**src/rtl/plab5_mcore_mem_responder_sep.sv**
```systemverilog
// Single-outstanding memory responder for the separated mcore memory networks: full-line
// read/write on a local array after p_latency cycles. Optional macro PLAB5_MCORE_MEM_DOMAIN_CHECK_EN.
module plab5_mcore_mem_responder_sep #(
    parameter int p_mem_nbytes  = 256,
    parameter int p_latency     = 0,
    parameter int p_secure_base = 128,
    parameter int o             = 8,
    parameter int a             = 32,
    parameter int l             = 128
) (
    input  logic               clk,
    input  logic               reset,
    input  logic [o+a+6:0]     memreq_control,
    input  logic [l-1:0]       memreq_data,
    input  logic               memreq_val,
    output logic               memreq_rdy,
    input  logic               memreq_domain,
    output logic [o+6:0]       memresp_control,
    output logic [l-1:0]       memresp_data,
    output logic               memresp_val,
    input  logic               memresp_rdy,
    output logic               memresp_domain
);
    localparam int NLINES = p_mem_nbytes / 16;
    localparam int IW = (NLINES > 1) ? $clog2(NLINES) : 1;
    localparam logic [3:0] LAT_INIT = (p_latency > 0) ? 4'(p_latency - 1) : 4'd0;

    typedef enum logic [1:0] {IDLE, WAIT, RESP} state_t;

    state_t        state, state_next;
    logic [3:0]    cnt;
    logic [l-1:0]  mem [NLINES];

    logic [2:0]    req_type;
    logic [o-1:0]  req_opaque;
    logic [a-1:0]  req_addr;
    logic [3:0]    req_len;
    assign {req_type, req_opaque, req_addr, req_len} = memreq_control;

    // Only the line index of the address and none of len take part in the access.
    logic unused_req;
    assign unused_req = ^{req_len, req_addr};

    logic [2:0]    buf_type;
    logic [o-1:0]  buf_opaque;
    logic [IW-1:0] buf_idx;
    logic [l-1:0]  buf_data;
    logic          buf_domain;

    logic          accept, enter_resp;
    logic [2:0]    cur_type;
    logic [o-1:0]  cur_opaque;
    logic [IW-1:0] cur_idx;
    logic [l-1:0]  cur_data;
    logic          cur_domain, cur_denied, cur_write;

    always_ff @(posedge clk or posedge reset) begin
        if (reset) state <= IDLE;
        else       state <= state_next;
    end

    always_comb begin
        state_next  = state;
        memreq_rdy  = 1'b0;
        memresp_val = 1'b0;
        accept      = 1'b0;
        enter_resp  = 1'b0;
        case (state)
            IDLE: begin
                memreq_rdy = !reset;
                accept     = memreq_val && !reset;
                if (accept) begin
                    if (p_latency > 0) state_next = WAIT;
                    else begin
                        state_next = RESP;
                        enter_resp = 1'b1;
                    end
                end
            end
            WAIT: begin
                if (cnt == 4'd0) begin
                    state_next = RESP;
                    enter_resp = 1'b1;
                end
            end
            RESP: begin
                memresp_val = 1'b1;
                if (memresp_rdy) state_next = IDLE;
            end
            default: state_next = IDLE;
        endcase
    end

    always_ff @(posedge clk or posedge reset) begin
        if (reset)                          cnt <= 4'd0;
        else if (accept)                    cnt <= LAT_INIT;
        else if (state == WAIT && cnt != 0) cnt <= cnt - 4'd1;
    end

    // One-entry request buffer; holds the transaction across WAIT and RESP.
    always_ff @(posedge clk) begin
        if (accept) begin
            buf_type   <= req_type;
            buf_opaque <= req_opaque;
            buf_idx    <= req_addr[4 +: IW];
            buf_data   <= memreq_data;
            buf_domain <= memreq_domain;
        end
    end

    // With zero latency the access happens on the accept edge, so take fields straight from the request.
    always_comb begin
        if (state == IDLE) begin
            cur_type   = req_type;
            cur_opaque = req_opaque;
            cur_idx    = req_addr[4 +: IW];
            cur_data   = memreq_data;
            cur_domain = memreq_domain;
        end else begin
            cur_type   = buf_type;
            cur_opaque = buf_opaque;
            cur_idx    = buf_idx;
            cur_data   = buf_data;
            cur_domain = buf_domain;
        end
    end

`ifdef PLAB5_MCORE_MEM_DOMAIN_CHECK_EN
    assign cur_denied = !cur_domain &&
                        ({{(28 - IW){1'b0}}, cur_idx, 4'b0000} >= 32'(p_secure_base));
`else
    assign cur_denied = 1'b0;
`endif
    assign cur_write = (cur_type == 3'd1 || cur_type == 3'd2) && !cur_denied;

    always_ff @(posedge clk) begin
        if (enter_resp && cur_write) mem[cur_idx] <= cur_data;
    end

    // Response registers: loaded on the edge entering RESP, held through backpressure.
    always_ff @(posedge clk or posedge reset) begin
        if (reset) begin
            memresp_control <= '0;
            memresp_data    <= '0;
            memresp_domain  <= 1'b0;
        end else if (enter_resp) begin
            memresp_control <= {cur_type, cur_opaque, 4'd0};
            memresp_data    <= (cur_type == 3'd0 && !cur_denied) ? mem[cur_idx] : '0;
            memresp_domain  <= cur_domain;
        end
    end
endmodule
```
**config.mk**
```make
export PLATFORM = sky130hd
export DESIGN_NAME = plab5_mcore_mem_responder_sep
export DESIGN_NICKNAME = d
export VERILOG_FILES = /design/src/rtl/plab5_mcore_mem_responder_sep.sv
export SDC_FILE = /design/constraint.sdc
export NUM_CORES = 2
export LEC_CHECK = 0
export CAP_MARGIN = 5
export CORE_MARGIN = 2
export CORE_UTILIZATION = 55
export CTS_CLUSTER_DIAMETER = 120
export DETAILED_ROUTE_END_ITERATION = 8
export PLACE_DENSITY_LB_ADDON = 0.08
export SLEW_MARGIN = 20
export SYNTH_ARGS = -nofsm -noshare
export SYNTH_HDL_FRONTEND = slang
export SYNTH_SLANG_ARGS = --single-unit
```
**constraint.sdc**
```tcl
create_clock -name clk -period 11.7 [get_ports clk]
set_input_delay 1.17 -clock clk [delete_from_list [all_inputs] [get_ports clk]]
set_output_delay 1.17 -clock clk [all_outputs]
set_load 0.02 [all_outputs]
```
==> impl_metrics.yaml <==
run_status:
  outcome: "complete, no violations"
setup_path:
  endpoint_kind: "flop"
  cp_slowest_cell: "buf_4"
  worstPathCellList: "buf_12, or3b_4, and2_4, buf_4, buf_4, nor3_4, buf_12"
  crit_family: "buffers and inverters"
  r2r_cells: 7
  required_ns: 12.11
  crit_path_max_fanout: 100
  critical_path_class: "reg -> reg"
  arrival_ns: 6.02
  startpoint_type: "flop"
  cp.depth: 7
  crit_buf_inv: 4
  cpPeakStageDelay_ns: 1.03
min_path:
  holdCritPathClass: "reg -> reg"
  min_path_cells: 2
die:
  core_area_mm2: 0.159
  initial_utilization_pct: 55.5
  num_io_pins: 326
  die_h_um: 404
  num_rows: 146
  dieArea_mm2: 0.163
  die_x_um: 404
logic_synthesis:
  synth.distinct_cells: 48
  yosysWarnings: 0
  ys_top_cells_by_count: "edfxtp_1, a21o_1, o22ai_1"
  synth_most_common_cell: "edfxtp_1"
  synth-edff-count: 2180
  postSynthAreaPerCell_um2: 17.5
  syn_inst: 5036
  ys_ff_latch: 2321
  synth_top_area_share_pct: 74.3
  synth_area_leader_cell: "edfxtp_1"
  synthesis.area_mm2: 0.0880
  synthArstFlopShare_pct: 6.07
  synthFlopType: "edfxtp_1"
  seq_area_frac_synth_pct: 78.4
  ys_top_cells_by_area: "edfxtp_1, a21o_1, dfrtp_1"
cts:
  htree_levels: 4
  cts_setup_buffers: 0
  cts_tree: "yes"
  clockBufferDepth: 3
  cts_resized: 0
  clock_sinks: 2321
  cts_buffers: 227
  cts_root_buf: "clkbuf_16"
  worstSkewPairLatency_ns: 0.85
  cts_hold_buf: 0
  cts.clk_slew.worst_paths_ns: 0.06
route:
  first_pass_iters: 6
  vias: 51600
  wirelength_um: 246000
  drc: 0
  first_iter_violations: 5839
  postRouteAntennaNets: 0
  avgRoutedWirePerCell_um: 32.8
  viasPerCell: 6.88
global_routing:
  grt_pass1_vias: 51200
  grt_pass1_wl_um: 356000
  grt_max_degree: 161
  antenna_found_initial: 7
  track_usage_pct: 30.0
  grt-ovfl-total: 0
layout:
  fillers: 11100
  area_delta_synth_final_pct: 14.0
  fin_nets: 5408
  drive_gt1_share_pct: 11.7
sta:
  setup_tns_ns: 0
  tightestPinTransition_ns: 1.21
  fin_ws_ns: 6.09
  fmax_mhz: 178
  period_share_pct: 47.9
  slew_headroom_pct: 19.2
  maxSlewViolCount: 0
  setup_viol: 0
  skew_ns: 0.0228
  rsz0062_at_grt: "false"
  hold_viol_final: 0
  period_needed_ns: 5.61
placed_design:
  hpwl_um: 107000
  portBuffers: 289
  place_congestion: 0.727
  place_ws_ns: 5.75
power_and_ir_drop:
  power.density_mw_per_mm2: 180
  ir_worst_vdd_uv: 179
  leakage_nw: 32.4
  finalPower_mw: 18.1
job:
  max-cap-violations: 0
==> final timing paths <==
path / start / slack [ns] / to
max in group asynchronous: reset / 8.58 / memresp_data[12]
min in group asynchronous: reset / 0.91 / memresp_control[13]
min: memresp_control[11] / 0.47 / memresp_control[11]
min reg2reg: memresp_control[11] / 0.47 / memresp_control[11]
max reg2reg: state[1] / 6.09 / mem[9][103]
max: state[1] / 6.09 / mem[9][103]
==> layout by cell type (no fill, tap or decap), types with 94 or more instances in the layout <==
| cell | instances |
|---|---|
| dfrtp_1 | 140 |
| a21o_1 | 762 |
| o2111ai_1 | 241 |
| clkdlybuf4s50_1 | 289 |
| o21ai_0 | 237 |
| edfxtp_1 | 2180 |
| a221oi_1 | 94 |
| a32o_1 | 124 |
| o22ai_1 | 499 |
| mux2_2 | 128 |
| clkbuf_16 | 233 |
==> stage by stage <==
stage	util, %	instances	area, um^2	hold slack [ns]
after CTS	63.2	7500	100000	0.477
after global placement	58.5	7070	92800	0.457
after detailed placement	58.5	7070	92800	0.462
final	63.2	7504	100000	0.473
after global routing	63.2	7503	100000	0.503
after floorplan	-	5039	88100	0.589
==> sequential cells by signal (all words and copies together), names as in the netlist <==
| register | flops |
|---|---|
| mem | 2048 |
| buf_data | 128 |
| memresp_data | 128 |
| memresp_control | 11 |
| buf_idx | 4 |
| memresp_domain | 1 |
| state | 1 |
==> power by group <==
group | switching [mW] | internal, mW | total [mW]
Sequential | 0.0692 | 9.30 | 9.37
Clock | 3.05 | 4.24 | 7.29
Combinational | 0.978 | 0.457 | 1.43
Total | 4.10 | 14.0 | 18.1
==> kinds of logic (layout without fill, tap and decap cells) <==
| group | Yosys count | count (layout) | synth area share, % |
|---|---|---|---|
| multiplexers | 128 | 128 | 1.64 |
| AND/OR/NAND/NOR | 85 | 85 | 0.480 |
| AO/OA/AOI/OAI | 2071 | 2071 | 17.4 |
| flip-flops | 2321 | 2321 | 78.4 |
| XOR/XNOR | 1 | 1 | 0.00995 |
| buffers and inverters | 429 | 819 | 2.10 |
| other | 1 | 7 | 0.00426 |
==> worst min-delay path, delay by kind of cell, from the launching register on <==
family / cells / cell delay (ns)
DFF: 1 / 0.34
and+or+nand+nor: 2 / 0.11
==> layer usage <==
metal	GRT usage [%]	vias to the layer above	part of all wire, %
met3	4.68	415	8.8
met2	46.6	2640	46
met5	0	-	0.0089
met1	44.5	27100	42
met4	8.52	4	2.4
li1	-	21500	-
==> area by class of cell <==
cell class / instances / area (um^2) / share of cell area, %
Antenna cell: 3 / 7.51 / 0.00748
Clock buffer: 319 / 6390 / 6.37
Clock inverter: 111 / 1100 / 1.10
Inverter: 3 / 26.3 / 0.0262
Multi-Input combinational cell: 2289 / 17400 / 17.3
Sequential cell: 2321 / 69000 / 68.7
Tap cell: 2072 / 2590 / 2.58
Timing Repair Buffer: 386 / 3870 / 3.85
(Power assumes the default switching activity.)
